<file path="src/rtl/freq_meter_pkg.sv">
// Shared definitions for the frequency meter: BCD digit geometry, the
// measurement FSM state encoding and the default digit count. Also used
// by the display decoder, so keep it free of block-specific logic.
package freq_meter_pkg;

  localparam int DIGIT_W = 4;
  localparam logic [DIGIT_W-1:0] DIGIT_MAX = 4'd9;
  localparam int DEFAULT_DIGITS = 4;

  typedef enum logic {
    WAIT_FIRST = 1'b0,
    COUNT      = 1'b1
  } gate_state_t;

endpackage

</file>
<file path="src/rtl/freq_gate_counter_bcd_digit.sv">
// bcd_digit: one decade (0..9) of the BCD event counter.
// Ports:
//   clk, rst_n : system clock, async active-low reset
//   en         : increment request arriving along the carry chain
//   hold       : suppresses the increment (counter saturation)
//   clr        : synchronous clear to 0 (highest priority)
//   preset     : synchronous load of 1
//   q          : current digit value
//   carry      : high when this digit is asked to step past 9
module bcd_digit
  import freq_meter_pkg::*;
(
  input  logic               clk,
  input  logic               rst_n,
  input  logic               en,
  input  logic               hold,
  input  logic               clr,
  input  logic               preset,
  output logic [DIGIT_W-1:0] q,
  output logic               carry
);

  // Carry depends only on the request, not on hold, so the top digit's
  // carry can be used to detect (and then block) a saturating increment
  // without a combinational loop.
  assign carry = en && (q == DIGIT_MAX);

  // Digit register: clear beats preset beats increment; 9 rolls to 0.
  always_ff @(posedge clk or negedge rst_n) begin
    if (!rst_n) begin
      q <= '0;
    end else if (clr) begin
      q <= '0;
    end else if (preset) begin
      q <= DIGIT_W'(1);
    end else if (en && !hold) begin
      q <= (q == DIGIT_MAX) ? '0 : q + DIGIT_W'(1);
    end
  end

endmodule

</file>
<file path="src/rtl/freq_gate_counter.sv">
// freq_gate_counter: counts rising edges of sig_in over one period of the
// selected gate clock and publishes the count as packed BCD.
// Ports:
//   clk, rst_n : system clock, async active-low reset
//   gate_ref   : selected gate clock (async, 0 when no range selected)
//   sig_in     : signal under measurement (async)
//   range_chg  : one-cycle pulse, abandons the window in progress
//   bcd_out    : last published count, digit 0 in [3:0]
//   ovf        : last published count was saturated
//   valid      : one-cycle strobe when bcd_out/ovf update
//   busy       : a counting window is open
module freq_gate_counter
  import freq_meter_pkg::*;
#(
  parameter int DIGITS      = DEFAULT_DIGITS,
  parameter int SYNC_STAGES = 2
) (
  input  logic                      clk,
  input  logic                      rst_n,
  input  logic                      gate_ref,
  input  logic                      sig_in,
  input  logic                      range_chg,
  output logic [DIGIT_W*DIGITS-1:0] bcd_out,
  output logic                      ovf,
  output logic                      valid,
  output logic                      busy
);

  logic [1:0] async_in;
  logic [1:0] edge_rise;
  logic       gate_rise;
  logic       sig_rise;

  assign async_in  = {sig_in, gate_ref};
  assign gate_rise = edge_rise[0];
  assign sig_rise  = edge_rise[1];

  // Identical synchronizer + registered edge detector for both inputs so
  // gate and signal edges see the same latency and windows stay aligned.
  for (genvar i = 0; i < 2; i++) begin : g_sync
    logic [SYNC_STAGES-1:0] sync_q;
    logic                   sync_prev;
    logic                   rise_q;

    always_ff @(posedge clk or negedge rst_n) begin
      if (!rst_n) begin
        sync_q    <= '0;
        sync_prev <= 1'b0;
        rise_q    <= 1'b0;
      end else begin
        sync_q    <= {sync_q[SYNC_STAGES-2:0], async_in[i]};
        sync_prev <= sync_q[SYNC_STAGES-1];
        rise_q    <= sync_q[SYNC_STAGES-1] && !sync_prev;
      end
    end

    assign edge_rise[i] = rise_q;
  end

  gate_state_t                state;
  logic                       cnt_ovf;
  logic                       window_start;
  logic                       cnt_clr;
  logic                       cnt_preset;
  logic                       count_req;
  logic                       sat_hit;
  logic [DIGITS-1:0]          digit_carry;
  logic [DIGIT_W*DIGITS-1:0]  count;

  // A gate edge opens a fresh window unless a range change kills it.
  // A signal edge coincident with the gate edge belongs to the new window,
  // hence the preset to 1 instead of a clear.
  assign window_start = gate_rise && !range_chg;
  assign cnt_clr      = range_chg || (state == WAIT_FIRST) || window_start;
  assign cnt_preset   = window_start && sig_rise;
  assign count_req    = (state == COUNT) && sig_rise && !cnt_clr;
  assign sat_hit      = digit_carry[DIGITS-1];

  for (genvar d = 0; d < DIGITS; d++) begin : g_digit
    logic en_d;
    logic clr_d;
    logic preset_d;

    if (d == 0) begin : g_lsd
      assign en_d     = count_req;
      assign clr_d    = cnt_clr && !cnt_preset;
      assign preset_d = cnt_preset;
    end else begin : g_upper
      assign en_d     = digit_carry[d-1];
      assign clr_d    = cnt_clr;
      assign preset_d = 1'b0;
    end

    bcd_digit u_digit (
      .clk    (clk),
      .rst_n  (rst_n),
      .en     (en_d),
      .hold   (sat_hit),
      .clr    (clr_d),
      .preset (preset_d),
      .q      (count[DIGIT_W*d +: DIGIT_W]),
      .carry  (digit_carry[d])
    );
  end

  // Sticky overflow for the current window: set when an increment is
  // attempted at all-9s, cleared together with the counter.
  always_ff @(posedge clk or negedge rst_n) begin
    if (!rst_n) begin
      cnt_ovf <= 1'b0;
    end else if (cnt_clr) begin
      cnt_ovf <= 1'b0;
    end else if (sat_hit) begin
      cnt_ovf <= 1'b1;
    end
  end

  // Measurement FSM with registered outputs. range_chg has priority over
  // a coincident gate edge; a gate edge in COUNT publishes the count that
  // excludes the signal edge arriving in the same cycle.
  always_ff @(posedge clk or negedge rst_n) begin
    if (!rst_n) begin
      state   <= WAIT_FIRST;
      bcd_out <= '0;
      ovf     <= 1'b0;
      valid   <= 1'b0;
      busy    <= 1'b0;
    end else begin
      valid <= 1'b0;
      if (range_chg) begin
        state <= WAIT_FIRST;
        busy  <= 1'b0;
      end else if (gate_rise) begin
        case (state)
          WAIT_FIRST: begin
            state <= COUNT;
            busy  <= 1'b1;
          end
          COUNT: begin
            bcd_out <= count;
            ovf     <= cnt_ovf;
            valid   <= 1'b1;
          end
        endcase
      end
    end
  end

endmodule

</file>
<file path="config.mk">
export PLATFORM = sky130hd
export DESIGN_NAME = freq_gate_counter
export DESIGN_NICKNAME = d
export VERILOG_FILES = /design/src/rtl/freq_meter_pkg.sv /design/src/rtl/freq_gate_counter_bcd_digit.sv /design/src/rtl/freq_gate_counter.sv
export SDC_FILE = /design/constraint.sdc
export NUM_CORES = 1
export LEC_CHECK = 0
export ABC_AREA = 1
export CAP_MARGIN = 20
export CORE_MARGIN = 4
export CORE_UTILIZATION = 45
export CTS_CLUSTER_DIAMETER = 150
export DETAILED_ROUTE_END_ITERATION = 10
export GPL_TIMING_DRIVEN = 0
export PLACE_DENSITY_LB_ADDON = 0.15
export SETUP_SLACK_MARGIN = 0.02
export SYNTH_ARGS = -nofsm -noshare
export SYNTH_HDL_FRONTEND = slang
export SYNTH_HIERARCHICAL = 1
export SYNTH_SLANG_ARGS = --single-unit
</file>
<file path="constraint.sdc">
create_clock -name clk -period 2.5 [get_ports clk]
set_clock_uncertainty 0.2 [all_clocks]
set_input_delay 0.25 -clock clk [delete_from_list [all_inputs] [get_ports clk]]
set_output_delay 0.25 -clock clk [all_outputs]
set_load 0.05 [all_outputs]
</file>
==> run metrics <==
reg2reg start=g_sync[0].rise_q$_DFF_PN0_; Worst EP required=approximately 2.5 ns; Setup WS post-layout=a little under 0.2 ns; hold path startpoint=g_sync[1].sync_q[0]$_DFF_PN0_; Post-Place Setup Slack=-0.498 ns; core area=between 4000 and 5000 sq um; gpl congestion=0.816; Hold Crit Class=reg -> reg; chip width=~80 um; Synthesis Warnings=6; Final Hold Viols=0; vias in the first global route=1962; DR iter-0 viols=111; first-pass GRT wire length=between 8000 and 9000 um; Final Power=1430 uW; total wire length=4980 um; Filler Cell Count=457; clock buffer count from CTS=5; Final Cycle Share=92.2%; r2r endpoint=g_digit[0].u_digit/q[3]$_DFFE_PN0P_; clock sinks=45; status=completed; synthesis-stage register bit count=45; Yosys cell types=21; FMAX=434 MHz; Synth Cell Area=2340 sq um; endpoints failing setup=0; crit end category=register; fin cells=about 400; Hold EP=g_sync[1].sync_q[1]$_DFF_PN0_; PortBufs=23; Rows=25; CTS tree=yes; CTS H-tree depth=2; Routed WL per cell=12.4 um; Util after Layout=61.0%; Nets=347; Detailed Place HPWL=roughly 3500 um; drt via density=4.91; Post-DRT Antenna Nets=0; peak supply drop=0.000276 V; setup TNS=0 ns; CTS root buf=clkbuf_8; DRT Pass-1 Iters=4; CP startpoint kind=register; Die Height=80.1 um; gr usage total=between 15 and 20%; crit path DAT=around 2.3 ns; clk slew on worst S/H paths=0.08 ns; R2R depth=19; post-synthesis sequential area ratio=48.2%; GRT overflow=0; Vias=between 1500 and 2000; critical path class=reg -> reg; R2R setup slack=0.20 ns; slew margin rel.=66.0%; fraction of layout instances using a drive strength above 1=between 10% and 20%; minimum clock period after layout=2.30 ns; # DRC=0; largest net degree at the start of global routing=27; Post-Syn Area per Cell=8.21 sq um; RSZ-0062 raised after global routing=no; Worst-Margin Slew=0.509 ns; Starting Density=47.9%; Max Cap Violations=0; CTS max path bufs=2; Die Footprint=6410 sq um; area grow syn2layout=27.3%; Worst Hold Path Cells=0; I/O Pins=24; fin. max-slew vios=0; crit path max fanout=10; Placed Instances=approximately 380; # diodes=0; Post-Synthesis Cells=285; initial antenna violation count=0; clock latency on the worst-skew pair=just under 0.3 ns; Pwr per Cell Area=481 nW/um^2; leakage=0.00145 uW
-- report_power, final --
| part | internal (uW) | switching [uW] | total [uW] |
|---|---|---|---|
| clock network | 326 | 237 | 563 |
| registers | 740 | 8.76 | 748 |
| logic | 41.5 | 78.5 | 120 |
-- how the worst max path moves through the flow --
| stage | end | from | depth (start not counted) |
|---|---|---|---|
| 2_1_floorplan | g_digit[0].u_digit/q[3]$_DFFE_PN0P_ | g_sync[0].rise_q$_DFF_PN0_ | 19 |
| 3_3_place_gp | g_digit[1].u_digit/q[3]$_DFFE_PN0P_ | range_chg | 19 |
| 4_1_cts | g_digit[3].u_digit/q[2]$_DFFE_PN0P_ | g_digit[0].u_digit/q[1]$_DFFE_PN0P_ | 17 |
| 6_report | g_digit[0].u_digit/q[3]$_DFFE_PN0P_ | g_sync[0].rise_q$_DFF_PN0_ | 19 |
| 3_5_place_dp | g_digit[1].u_digit/q[3]$_DFFE_PN0P_ | range_chg | 19 |
| 5_1_grt | g_digit[0].u_digit/q[2]$_DFFE_PN0P_ | g_digit[0].u_digit/q[1]$_DFFE_PN0P_ | 17 |
-- sequential cells by signal, indices dropped and copies added, names as in the netlist --
name	cells
cnt_ovf	1
g_sync.sync_q	4
state	1
bcd_out	16
busy	1
g_sync.sync_prev	2
ovf	1
g_digit.u_digit/q	16
g_sync.rise_q	2
valid	1
-- cell families (layout without fill, tap and decap cells) --
logic type	count (synthesis)	count (layout)	share of synthesized area, %
AND/OR/NAND/NOR	168	168	34.0
buffers and inverters	46	91	9.31
flip-flops	45	45	48.2
AO/OA/AOI/OAI	17	17	4.07
adder cells (fa/ha/maj)	8	8	4.28
other	1	6	0.160
-- critical path, stage by stage (launching register included) --
cell     delay [ns]
dfrtp_1        0.40
buf_6          0.15
nor2_4         0.10
nand2_4        0.07
nor2_4         0.08
inv_1          0.07
nor2_4         0.10
inv_1          0.07
nor2_4         0.08
inv_1          0.07
nor2_4         0.08
inv_1          0.07
nor2_4         0.17
inv_2          0.07
nand2_4        0.11
nand2_4        0.07
nand2_1        0.06
nand2_1        0.05
nand2_1        0.07
nor2_2         0.04
-- through the flow --
step | hold slack [ns] | area [sq um]
finish | 0.152 | 2980
global route | 0.174 | 2980
CTS | 0.153 | 2900
detailed placement | 0.0382 | 2700
global placement | 0.134 | 2680
floorplan | -0.246 | 2370
-- synthesized netlist by cell type, drive strengths merged --
master	count	area share, %
nand2	99	18
a21oi	4	0.86
o21ai	9	1.9
nand4	17	4.5
ha	8	4.3
nor2	30	6.5
buf	7	3.0
o21a	4	1.3
dfrtp	45	48
inv	39	6.3
nand3	22	5.2
conb	1	0.16
-- what timing repair did --
item | in CTS | in global routing
resized for setup | 10 | 7
pin swaps | 3 | 8
setup endpoints to repair | 17 | 16
setup buffers | 4 | 8
endpoints found under the hold margin | 19 | 0
hold buffers | 1 | 0
-- cells in the final DEF (no fill, tap or decap), types with 4 or more instances in the layout --
cell type / count
a21oi_1: 4
buf_4: 15
clkbuf_8: 6
clkdlybuf4s50_1: 22
conb_1: 6
dfrtp_1: 45
ha_1: 8
inv_1: 27
inv_2: 12
nand2_1: 90
nand2_4: 9
nand3_1: 20
nand4_1: 17
nor2_1: 16
nor2_2: 4
nor2_4: 10
o21a_1: 4
o21ai_0: 4
o21ai_1: 5
-- area by class of cell --
type,instances,area [sq um],area share [%]
Inverter,39,146,4.92
Clock inverter,1,30.0,1.01
Buffer,7,71.3,2.39
Clock buffer,7,86.3,2.90
Sequential cell,45,1130,37.8
Tap cell,67,83.8,2.82
Timing Repair Buffer,37,345,11.6
Multi-Input combinational cell,199,1090,36.6
-- metal layers --
layer  part of all wire (%)  track usage [%]  routed length [um]
met1                     43             22.3                2160
met2                     52             30.3                2600
met3                    3.5             3.81                 173
met4                   0.80             5.57                  40
met5                      0                0                   0
Power figures use the tool's default switching activity.
==> RTL edit (config.mk and constraints unchanged) <==
Reset style: synchronous (`rst_n`), changed in 4 clocked blocks. Comments in the files are not updated.
--- a/src/rtl/freq_gate_counter_bcd_digit.sv
+++ b/src/rtl/freq_gate_counter_bcd_digit.sv
@@ -26,7 +26,7 @@
   assign carry = en && (q == DIGIT_MAX);
 
   // Digit register: clear beats preset beats increment; 9 rolls to 0.
-  always_ff @(posedge clk or negedge rst_n) begin
+  always_ff @(posedge clk) begin
     if (!rst_n) begin
       q <= '0;
     end else if (clr) begin
--- a/src/rtl/freq_gate_counter.sv
+++ b/src/rtl/freq_gate_counter.sv
@@ -42,7 +42,7 @@
     logic                   sync_prev;
     logic                   rise_q;
 
-    always_ff @(posedge clk or negedge rst_n) begin
+    always_ff @(posedge clk) begin
       if (!rst_n) begin
         sync_q    <= '0;
         sync_prev <= 1'b0;
@@ -105,7 +105,7 @@
 
   // Sticky overflow for the current window: set when an increment is
   // attempted at all-9s, cleared together with the counter.
-  always_ff @(posedge clk or negedge rst_n) begin
+  always_ff @(posedge clk) begin
     if (!rst_n) begin
       cnt_ovf <= 1'b0;
     end else if (cnt_clr) begin
@@ -118,7 +118,7 @@
   // Measurement FSM with registered outputs. range_chg has priority over
   // a coincident gate edge; a gate edge in COUNT publishes the count that
   // excludes the signal edge arriving in the same cycle.
-  always_ff @(posedge clk or negedge rst_n) begin
+  always_ff @(posedge clk) begin
     if (!rst_n) begin
       state   <= WAIT_FIRST;
       bcd_out <= '0;
Check against the original RTL: differs if rst_n is asserted again (counterexample within 10 cycles, from zero or initial values and one cycle with rst_n low); with rst_n held inactive, the same outputs for 10 cycles.
==> RTL edit against the unedited design <==
Critical path depth fell by 2. Worst hold slack better by 26 ps. Maximum frequency down 2.1%. Cell area is 4.5% lower. Area after synthesis is 12% lower. Synthesized cell count up 7.4%. Sequential cell count unchanged. Setup slack worse by 48 ps. Critical path type unchanged. Wire length down 7.6%. Largest cell class is now multi-input gates.
Power is not compared: it rests on default switching activity, and its combinational part moved more than twofold at a synthesized area within 25%.
==> RTL edit: results (changes against the unedited design) <==
----------------------------------------------------
[Outcome]
  Outcome ... finished clean

[Placed design]
  Setup WS pre-CTS ... -733.4 ps (-235.5 ps)
  Gpl congestion ... 0.8842 (+8.4%)
  Number of instances in the placed design ... 386 (+1.3%)
  Post-Place Cell Area ... 2431 sq um (-9.9%)
  Sum of net half-perimeters after detailed placement ... 2840 um (-19%)

[Global routing]
  Via count of the first global-routing pass ... 1848 (-5.8%)
  First-pass GRT wire length ... 7838 um (-11%)
  Maximum number of pins on one net before global-route repair ... 14 (-48%)
  Global-route total usage across every layer ... 18.04% (+0.33 points)

[Worst setup path]
  Top delay family on crit path ... buffers and inverters
  Delay contributed by the slowest stage of the critical path ... 360 ps (-40 ps)
  Largest driver fanout on the critical path ... 4 (-6)
  Launching instance or port of the critical path ... g_sync[0].rise_q
  R2R cell count ... 17 (-2)
  Capturing element of the worst setup path ... g_digit[0].u_digit/q[3]
  Cell with the biggest individual delay on the critical path ... dfxtp_4

[Cells and area]
  Final cell count without fillers ... 424 (+5.5%)
  Number of inserted filler cells in the final layout ... 378 (-17%)
  Net count, final ... 377 (+8.6%)

[Yosys]
  Compound-Gate Fraction of Synth Area ... 7.547% (+3.5 points)
  Number of standard cells after synthesis ... 306 (+7.4%)
  Most used flip-flop cell after synthesis ... dfxtp_1
  Async set-or-reset flop fraction in the synthesized netlist ... 0% (-100 points)
  Count of different cell masters after synthesis ... 18 (-14%)
  Post-Synth Adder-Cell Area ... 0% (-4.3 points)
  Sequential cell area fraction in the yosys report ... 43.82% (-4.3 points)

[Min path]
  Number of instances on the worst hold path ... 1 (+1)

[Route]
  Via density per instance ... 4.590 (-6.5%)
  Iteration-0 DRC Markers ... 66 (-41%)
  Average detailed-routed wire length per instance ... 10.85 um (-12%)

[Power and ir drop]
  Pleak ... 0.001324 uW

[Clocking]
  Cell at the root of the clock tree ... clkbuf_8

[STA]
  Actual slew at the worst max-slew pin ... 507.0 ps (-1.975 ps)

----------------------------------------------------
-- RTL edit: kinds of logic after synthesis --
logic type	Yosys count
flip-flops	45
buffers and inverters	59
AND/OR/NAND/NOR	177
other	1
AO/OA/AOI/OAI	24
-- RTL edit: power by group through the flow --
stage / Combinational [uW] / Clock, uW / Sequential (uW)
2_1_floorplan: 17.8 / 0 / 742
3_3_place_gp: 32.4 / 0 / 741
3_5_place_dp: 32.6 / 0 / 741
4_1_cts: 35.7 / 545 / 722
5_1_grt: 41.9 / 564 / 723
6_report: 37.2 / 525 / 722
-- RTL edit: what timing repair did --
| item | CTS | global route |
|---|---|---|
| endpoints found under the setup margin | 17 | 16 |
| setup buffers | 27 | 7 |
| pin swaps | 14 | 16 |
| endpoints found under the hold margin | 0 | 0 |
| resized for setup | 14 | 13 |
-- RTL edit: worst min path at each step --
stage	from	end	slack, ps
after global routing	g_sync[1].sync_prev	g_sync[1].rise_q	200
after detailed placement	g_sync[0].sync_prev	g_sync[0].rise_q	170
after global placement	g_sync[0].sync_prev	g_sync[0].rise_q	160
final	g_sync[0].sync_prev	g_sync[0].rise_q	180
after CTS	g_sync[0].sync_prev	g_sync[0].rise_q	180
after floorplan	gate_ref	g_sync[0].sync_q[0]	150
-- RTL edit: cell type report --
type                       count  area, sq um  area share, %
multi-input combinational    207         1036          36.43
sequential                    45        910.9          32.03
timing repair buffer          54        480.5          16.89
inverter                      53        205.2          7.215
clock buffer                   5        68.82          2.420
tap                           52        65.06          2.288
buffer                         6        42.54          1.496
clock inverter                 2        35.03          1.232
-- RTL edit: metal layers --
metal	vias up	wire length, um	GRT usage [%]	share of wire, %
met1	857	2055	21.99	45
met3	10	222	3.826	4.8
met5	-	0	0	0
met2	43	2217	29.82	48
met4	0	105	9.515	2.3
li1	1036	-	-	-
